==> src/rtl/i2s_pkg.sv <==
// Shared constants and helpers for the i2s receive arbiter slice.
package i2s_pkg;

    localparam int BITS_PRECISION_DEF = 24;

    // left_rightn encoding as driven by the i2sin receivers
    localparam logic LEFT  = 1'b1;
    localparam logic RIGHT = 1'b0;

    function automatic int ch_idx_w(input int n);
        return (n <= 1) ? 1 : $clog2(n);
    endfunction

endpackage

==> src/rtl/i2s_rx_arbiter_rr_arbiter.sv <==
// Round-robin arbiter: grants the first request at or above the pointer,
// wrapping modulo N; the pointer moves past the winner on an advance strobe.
module rr_arbiter #(
    parameter int N = 8,
    parameter int W = 3
) (
    input  logic         clk,
    input  logic         rst_n,
    input  logic [N-1:0] req,
    input  logic         advance,
    output logic [N-1:0] grant,
    output logic [W-1:0] grant_idx,
    output logic         grant_any
);

    logic [W-1:0] ptr_r;

    // Rotating priority search starting at ptr_r
    always_comb begin
        grant     = {N{1'b0}};
        grant_idx = {W{1'b0}};
        grant_any = 1'b0;
        for (int i = 0; i < N; i++) begin
            int j;
            j = int'(ptr_r) + i;
            j = (j >= N) ? (j - N) : j;
            if (!grant_any && req[j]) begin
                grant_any = 1'b1;
                grant[j]  = 1'b1;
                grant_idx = W'(j);
            end else begin
                grant_any = grant_any;
            end
        end
    end

    // Pointer register, moves one past the granted index
    always_ff @(posedge clk or negedge rst_n) begin
        if (!rst_n) begin
            ptr_r <= {W{1'b0}};
        end else if (advance && grant_any) begin
            ptr_r <= (grant_idx == W'(N - 1)) ? {W{1'b0}} : (grant_idx + W'(1));
        end else begin
            ptr_r <= ptr_r;
        end
    end

endmodule

==> src/rtl/i2s_rx_arbiter.sv <==
// Buffers one left/right sample per i2sin receiver and serialises them onto a
// single valid/ready stream using round-robin over 2*NUM_CH slots.
module i2s_rx_arbiter
    import i2s_pkg::*;
#(
    parameter int NUM_CH         = 4,
    parameter int BITS_PRECISION = BITS_PRECISION_DEF,
    localparam int CH_W          = ch_idx_w(NUM_CH)
) (
    input  logic                             sck,
    input  logic                             rst_n,
    input  logic [NUM_CH*BITS_PRECISION-1:0] ch_data,
    input  logic [NUM_CH-1:0]                ch_left_rightn,
    input  logic [NUM_CH-1:0]                ch_data_en,
    output logic [BITS_PRECISION-1:0]        out_data,
    output logic [CH_W-1:0]                  out_ch,
    output logic                             out_left_rightn,
    output logic                             out_valid,
    input  logic                             out_ready,
    output logic [NUM_CH-1:0]                overflow,
    input  logic                             ovf_clear
);

    localparam int NS = 2 * NUM_CH;
    localparam int SW = ch_idx_w(NS);

    logic [NS-1:0]             full_r;
    logic [BITS_PRECISION-1:0] slot_data_r [NS];
    logic [NS-1:0]             wr_s;
    logic [NS-1:0]             take_s;
    logic [NUM_CH-1:0]         ovf_set_s;
    logic                      load_s;
    logic [NS-1:0]             gnt_s;
    logic [SW-1:0]             gnt_idx_s;
    logic                      gnt_any_s;

    assign load_s = !out_valid || out_ready;
    assign take_s = gnt_s & {NS{load_s}};

    rr_arbiter #(.N(NS), .W(SW)) u_rr (
        .clk       (sck),
        .rst_n     (rst_n),
        .req       (full_r),
        .advance   (load_s),
        .grant     (gnt_s),
        .grant_idx (gnt_idx_s),
        .grant_any (gnt_any_s)
    );

    // Slot write strobes and overrun detection; a slot emptied on this edge is not an overrun
    always_comb begin
        wr_s      = {NS{1'b0}};
        ovf_set_s = {NUM_CH{1'b0}};
        for (int c = 0; c < NUM_CH; c++) begin
            int s;
            s = 2 * c + int'(ch_left_rightn[c]);
            if (ch_data_en[c]) begin
                wr_s[s]      = 1'b1;
                ovf_set_s[c] = full_r[s] && !take_s[s];
            end else begin
                wr_s[s] = wr_s[s];
            end
        end
    end

    // Slot storage: capture wins over a same-edge grant, so the slot stays full
    always_ff @(posedge sck or negedge rst_n) begin
        if (!rst_n) begin
            full_r <= {NS{1'b0}};
            for (int s = 0; s < NS; s++) begin
                slot_data_r[s] <= {BITS_PRECISION{1'b0}};
            end
        end else begin
            full_r <= (full_r & ~take_s) | wr_s;
            for (int c = 0; c < NUM_CH; c++) begin
                if (ch_data_en[c]) begin
                    slot_data_r[2 * c + int'(ch_left_rightn[c])] <= ch_data[c*BITS_PRECISION +: BITS_PRECISION];
                end
            end
        end
    end

    // Output register, held while the mixer stalls
    always_ff @(posedge sck or negedge rst_n) begin
        if (!rst_n) begin
            out_data        <= {BITS_PRECISION{1'b0}};
            out_ch          <= {CH_W{1'b0}};
            out_left_rightn <= 1'b0;
            out_valid       <= 1'b0;
        end else if (load_s && gnt_any_s) begin
            out_data        <= slot_data_r[gnt_idx_s];
            out_ch          <= CH_W'(gnt_idx_s >> 1);
            out_left_rightn <= gnt_idx_s[0];
            out_valid       <= 1'b1;
        end else if (load_s) begin
            out_valid <= 1'b0;
        end else begin
            out_valid <= out_valid;
        end
    end

    // Sticky overrun flags; a new overrun beats a coincident clear
    always_ff @(posedge sck or negedge rst_n) begin
        if (!rst_n) begin
            overflow <= {NUM_CH{1'b0}};
        end else begin
            overflow <= (overflow & ~{NUM_CH{ovf_clear}}) | ovf_set_s;
        end
    end

endmodule
==> config.mk <==
export PLATFORM = sky130hd
export DESIGN_NAME = i2s_rx_arbiter
export DESIGN_NICKNAME = d
export VERILOG_FILES = /design/src/rtl/i2s_pkg.sv /design/src/rtl/i2s_rx_arbiter_rr_arbiter.sv /design/src/rtl/i2s_rx_arbiter.sv
export SDC_FILE = /design/constraint.sdc
export NUM_CORES = 1
export LEC_CHECK = 0
export CAP_MARGIN = 30
export CORE_ASPECT_RATIO = 1.75
export CORE_MARGIN = 1.5
export CORE_UTILIZATION = 30
export CTS_CLUSTER_SIZE = 30
export DETAILED_ROUTE_END_ITERATION = 12
export SYNTH_ARGS = -nofsm -noshare
export SYNTH_HDL_FRONTEND = slang
export SYNTH_HIERARCHICAL = 1
export SYNTH_SLANG_ARGS = --single-unit
==> constraint.sdc <==
create_clock -name sck -period 4.75 [get_ports sck]
set_clock_uncertainty 0.15 [all_clocks]
set_input_delay 0.95 -clock sck [delete_from_list [all_inputs] [get_ports sck]]
set_output_delay 0.95 -clock sck [all_outputs]
set_load 0.03 [all_outputs]
Word level (Yosys, flattened, before mapping) --
Cells that the tools add are included.
Storage, ports and cells: register bits 235, latch bits 0, memory bits (writable) 0, memory bits (read-only) 0, output and inout port bits 32, memories 0
Operators by class: add/sub/neg operators 19, multiply operators 0, div/mod/pow operators 0, $lt $le $gt $ge 41, equal/unequal tests 1, shifts and indexed selects 0, multiplexer cells 145, bitwise gates (word level) 23, reductions and logical operators 42
Operators with widths (number):
- $bwmux 192 | 4
- $mux 192 | 4
- $ge 32x1->1 const B | 11
- $lt 32x5->1 const B | 11
- $demux 24 s3 | 4
- $mux 32 | 8
- $ge 32x5->1 const B | 7
- $sub 32x5->32 const B | 7
- $mux 24 | 6
- $ge 32x4->1 const B | 4
- $lt 32x1->1 const B | 4
- $mux 8 | 12
- $or 8x8->8 | 11
- $bmux 24 s3 | 1
- $mux 1 | 65
- $not 4->32 | 2
- $bmux 1 s3 | 17
- $demux 1 s3 | 11
- $not 1->32 | 1
- $not 3->32 | 1
- $logic_and 1x1->1 | 28
- $mux 3 | 9
- $bwmux 8 | 3
- $add 3x3->4 const B | 4
- 22 further kinds | 36

Longest topological paths before layout --
depth in word-level cells 35, depth in mapped cells 20

Modules after synthesis --
Netlist, hierarchy kept.
Modules (own cells, without submodules):
- i2s_rx_arbiter | instances 1, cells an instance 748, area each 10254.8 um^2, sequential area each 5805.6 um^2
- rr_arbiter | instances 1, cells an instance 176, area each 1497.7 um^2, sequential area each 75.1 um^2

Worst setup path before layout --
OpenSTA, ideal clock, no wires.
kind reg2reg, start point register u_rr.ptr_r[0], end point register u_rr.ptr_r[0], arrival 4135 ps, path slack 339 ps, stages on the path, launching flop included 18, path buffers 4, cell sequence dfrtp_1 -> buf_6 -> buf_1 -> inv_1 -> clkbuf_1 -> ha_1 -> buf_2 -> mux4_2 -> o32ai_4 -> o2111ai_2 -> a21oi_2 -> nor3_1 -> a21oi_1 -> ha_1 -> ha_1 -> nor2_1 -> nor4b_1 -> a221o_1
Between the ends: cells in the longest elaborated chain, start to end 29
RTL lines:
- start, declared | line i2s_rx_arbiter_rr_arbiter.sv:16 | logic [W-1:0] ptr_r;
- start signal, assigned | line i2s_rx_arbiter_rr_arbiter.sv:40 | ptr_r <= {W{1'b0}};
- start signal, assigned | line i2s_rx_arbiter_rr_arbiter.sv:42 | ptr_r <= (grant_idx == W'(N - 1)) ? {W{1'b0}} : (grant_idx + W'(1));
- start signal, assigned | line i2s_rx_arbiter_rr_arbiter.sv:44 | ptr_r <= ptr_r;
- branches (longest 26 deep; another with $sub 32x5->32)
- $mux 3 * | line i2s_rx_arbiter_rr_arbiter.sv:27 | if (!grant_any && req[j]) begin
- via gnt_idx_s[0] | line i2s_rx_arbiter.sv:34 | logic [SW-1:0] gnt_idx_s;
- $add 3x1->3 or $eq 3x3->1 (tied branches) | line i2s_rx_arbiter_rr_arbiter.sv:42
- $mux 3 * | line i2s_rx_arbiter_rr_arbiter.sv:42
Mark *: on every way through the listed nets, which the timed path passes. The select of a mux whose other input is x is not followed. A chain may end at the register's enable or synchronous reset.

Worst setup path after layout --
start point register u_rr.ptr_r[1], end point register out_data[11]
Between the ends: cells in the longest elaborated chain, start to end 31
RTL lines:
- branches (longest 26 deep; another with $sub 32x5->32)
- $mux 3 * | line i2s_rx_arbiter_rr_arbiter.sv:27
- via gnt_idx_s[2] | line i2s_rx_arbiter.sv:34
- $not 3->4 (not written as such) * | line i2s_rx_arbiter.sv:91 | out_data <= slot_data_r[gnt_idx_s];
- $bmux 24 s3 * | line i2s_rx_arbiter.sv:91
- $mux 24 (not written as such) * (2 in a row) | line i2s_rx_arbiter.sv:91
- end signal, assigned | line i2s_rx_arbiter.sv:86 | out_data <= {BITS_PRECISION{1'b0}};
- end signal, assigned | line i2s_rx_arbiter.sv:91
- end, declared | line i2s_rx_arbiter.sv:15 | output logic [BITS_PRECISION-1:0] out_data,
Marks and branches as above.

==> impl_results.md <==
- Status: complete, no violations
- PortBufs: roughly 140
- First-pass GRT wire length: approximately 51 mm
- WP data required: roughly 5 ns
- CTS root buf: clkbuf_16
- Resized Gates After CTS: 0
- Max frequency: ~240 MHz
- Mean post-synth cell area: around 13 sq um
- Worst path buffer plus inverter count: 4
- Clock Path Buffers: 3
- VDD IR max: 0.632 mV
- Clk pin slew, worst setup/hold paths: about 0.07 ns
- Critical Path Start Type: register
- Slowest cell on crit path: nor2_2
- Synth area leaders: dfrtp_1 50%, mux2_1 14%, mux2i_1 9.4%, mux2_2 5.0%, a22oi_1 3.2%
- TNS Setup: 0 ns
- Fin cells: around 1600
- Fin crit share: between 80% and 90%
- Clk_lat worst skew: roughly 0.5 ns
- Dpl cells: between 1500 and 2000
- Cells after synthesis: just over 900
- TritonRoute pass-1 iters: 4
- Hold Fails Final Rpt: 0
- Gr usage total: 16.1%
- Slew headroom: a little over a third
- Hold-fix buffers, CTS: 0
- Final wirelength: 32.5 mm
- Synth Register Bits: 235
- Total number of H-tree levels: 1
- Post-Place Worst Slack: 0.554 ns
- Final GP Congestion: a little over 0.9
- Post-synth top flop: dfrtp_1
- Final design utilization: between 30% and 40%
- Die Y: 265 um
- Synth area leader: dfrtp_1
- Post-DP Area: 13700 sq um
- Hold Crit Class: register to register
- Total I/O pin count: between 100 and 150
- Die area: just over 40000 sq um
- CP arrival: ~4.5 ns
- WL/cell: ~21 um
- Share of post-route cells with drive strength above 1: approximately 14%
- Largest net degree at the start of global routing: 119
- First DRT Iteration DRCs: ~410
- Antenna Nets Post-Route: 0
- Drt via density: between 5 and 6
- Sequential share of the synthesized area: between 50% and 60%
- RSZ-0062 raised after global routing: false
- Fin crit period: around 4.2 ns
- Netlist Area Pre-Place: approximately 12000 sq um
- Crit. End Element: register
- Max stage delay on crit path: 0.60 ns
- Initial antenna violation count: 2
- Final setup viols: 0
- Ys Warns: 6
- Flop-to-flop setup slack: around 0.55 ns
- Critical path's top delay family: compound AO/OA/AOI/OAI gates
- Site row count: 95
- DRC errors left: 0
- Top cell type's share of synthesized area: between 50% and 60%
- Final nets: between 1000 and 1500
- CP Class: register to register
- Final HPWL DP: 24.2 mm
- TritonCTS clock tree: built
- Pwr/cell area: around 720 nW/um^2
- LEAKAGE: approximately 6.1 nW
- Post-synth EDFFs: 0
- Number of max-cap violations: 0
- Via count: 7920
- Switch share: between 40% and 50%
- Flop pwr share: 26.2%
- Core Region: roughly 39000 sq um
- Num CTS Buffers: 21
- Critical path fanouts, max: 14
- Clock share of power: approximately 15%
- Gate power share: between 50 and 60%
- Actual slew at the worst max-slew pin: 0.974 ns
- Synth-to-Final Area Change: 22.2%
- Setup bufs post-CTS: 0
- Die X: around 150 um
- Net Sw Power: 4.43 mW
- Synthesized Nets: approximately 1000
- CTS Sinks: about 240
- Pins Over Slew Limit: 0
- Remaining global-route overflow: 0
- Final instance area: about 14000 sq um
- Initial cell density of the core: 30.5%
- Crit path cell chain: clkinv_1 > ha_1 > inv_1 > mux4_2 > nor2_1 > a221o_1 > a221o_1 > a21oi_1 > o22ai_1 > buf_4 > nor2_2 > buf_4 > a22oi_1 > nand3_1 > nand2_1
- Vias in the first global route: around 8600
- Int Power: between 5 and 6 mW
- Fraction of registers with async set/reset: between 90% and 100%
- Final worst slack: about 0.55 ns
- Netlist cell types: between 60 and 70
cell usage after synthesis, types with 7 or more instances:
master / n
nand3_1: 27
buf_2: 29
mux2i_1: 110
nand2_1: 84
nor2b_1: 8
o21ai_0: 11
nor2_1: 14
buf_4: 15
mux2_4: 7
mux2_2: 52
inv_1: 15
nand2b_1: 7
ha_1: 11
dfrtp_1: 235
mux2_1: 145
a22oi_1: 50
routing by layer:
metal	vias to the layer above	wire (um)	share of wire (%)	track usage, %
met5	-	0	0	0
met4	0	1440	4.4	7.72
met3	61	1190	3.7	1.90
met2	175	17400	54	30.0
met1	4037	12500	38	17.9
li1	3647	-	-	-
state kept, by name, indices dropped and copies added, names as in the netlist:
signal,flops
out_valid,1
out_data,24
u_rr/ptr_r,3
slot_data_r,192
overflow,4
out_left_rightn,1
full_r,8
out_ch,2
through the flow:
stage          power, mW  hold slack [ns]
5_1_grt             11.0            0.348
6_report            10.4            0.324
3_5_place_dp        8.81            0.312
3_3_place_gp        8.77            0.309
4_1_cts             10.4            0.328
2_1_floorplan       7.10            0.307
final cells by class:
cell class,instances,area (sq um)
timing repair buffer,177,1740
tap,485,607
fill,3804,24100
multi-input combinational,613,5440
antenna,2,5.00
clock buffer,31,603
sequential,235,5880
inverter,18,67.6
clock inverter,4,20.0
worst paths after layout:
path | start | to | depth (start not counted)
setup / recovery | u_rr/ptr_r[1] | out_data[11] | 15
hold / removal | out_data[3] | out_data[3] | 2
setup reg to reg | u_rr/ptr_r[1] | out_data[11] | 15
hold reg to reg | out_data[3] | out_data[3] | 2
max in group asynchronous | rst_n | slot_data_r[163] | 2
min in group asynchronous | rst_n | slot_data_r[153] | 1
power by group through the flow:
stage | Combinational [mW] | Clock [mW] | Sequential [mW]
final | 6.05 | 1.60 | 2.72
after global routing | 6.50 | 1.72 | 2.76
after CTS | 6.07 | 1.65 | 2.72
after detailed placement | 6.06 | 0 | 2.76
after global placement | 6.02 | 0 | 2.75
after floorplan | 4.19 | 0 | 2.91
placed cells by master, fill, tap and decap left out, types with 3 or more instances in the layout:
cell type,instances
mux4_2,6
a31oi_1,3
a21o_1,3
mux2i_1,110
mux2_4,7
nand3_1,26
mux2_2,52
clkdlybuf4s50_1,138
nor2b_2,4
ha_1,11
dfrtp_1,235
mux2_1,145
nand2b_1,7
buf_4,33
clkbuf_1,6
o21ai_0,11
buf_12,5
nor2_1,13
o21a_1,3
a21oi_1,6
clkbuf_16,21
nand4_1,4
nor3_1,5
inv_1,15
a22oi_1,50
nand2_1,84
a22o_1,4
clkinv_2,4
and2_1,4
clkbuf_8,4
o21ai_1,3
nor2b_1,3
a221o_1,6
cell families after synthesis:
logic type / after synthesis / synth area share, %
xor gates and xnor gates: 3 / 0.224
DFF: 235 / 50.0
muxes: 320 / 30.3
buffers and inverters: 76 / 3.96
and+or+nand+nor: 163 / 6.63
adders and majority gates: 11 / 1.17
AOI/OAI and AO/OA: 116 / 7.69
tightest hold or removal path, cell delays in order, from the launching register on:
cell and delay (ns):
dfrtp_1 0.34, nand2_1 0.05, nand2_1 0.06
Power figures use the tool's default switching activity.
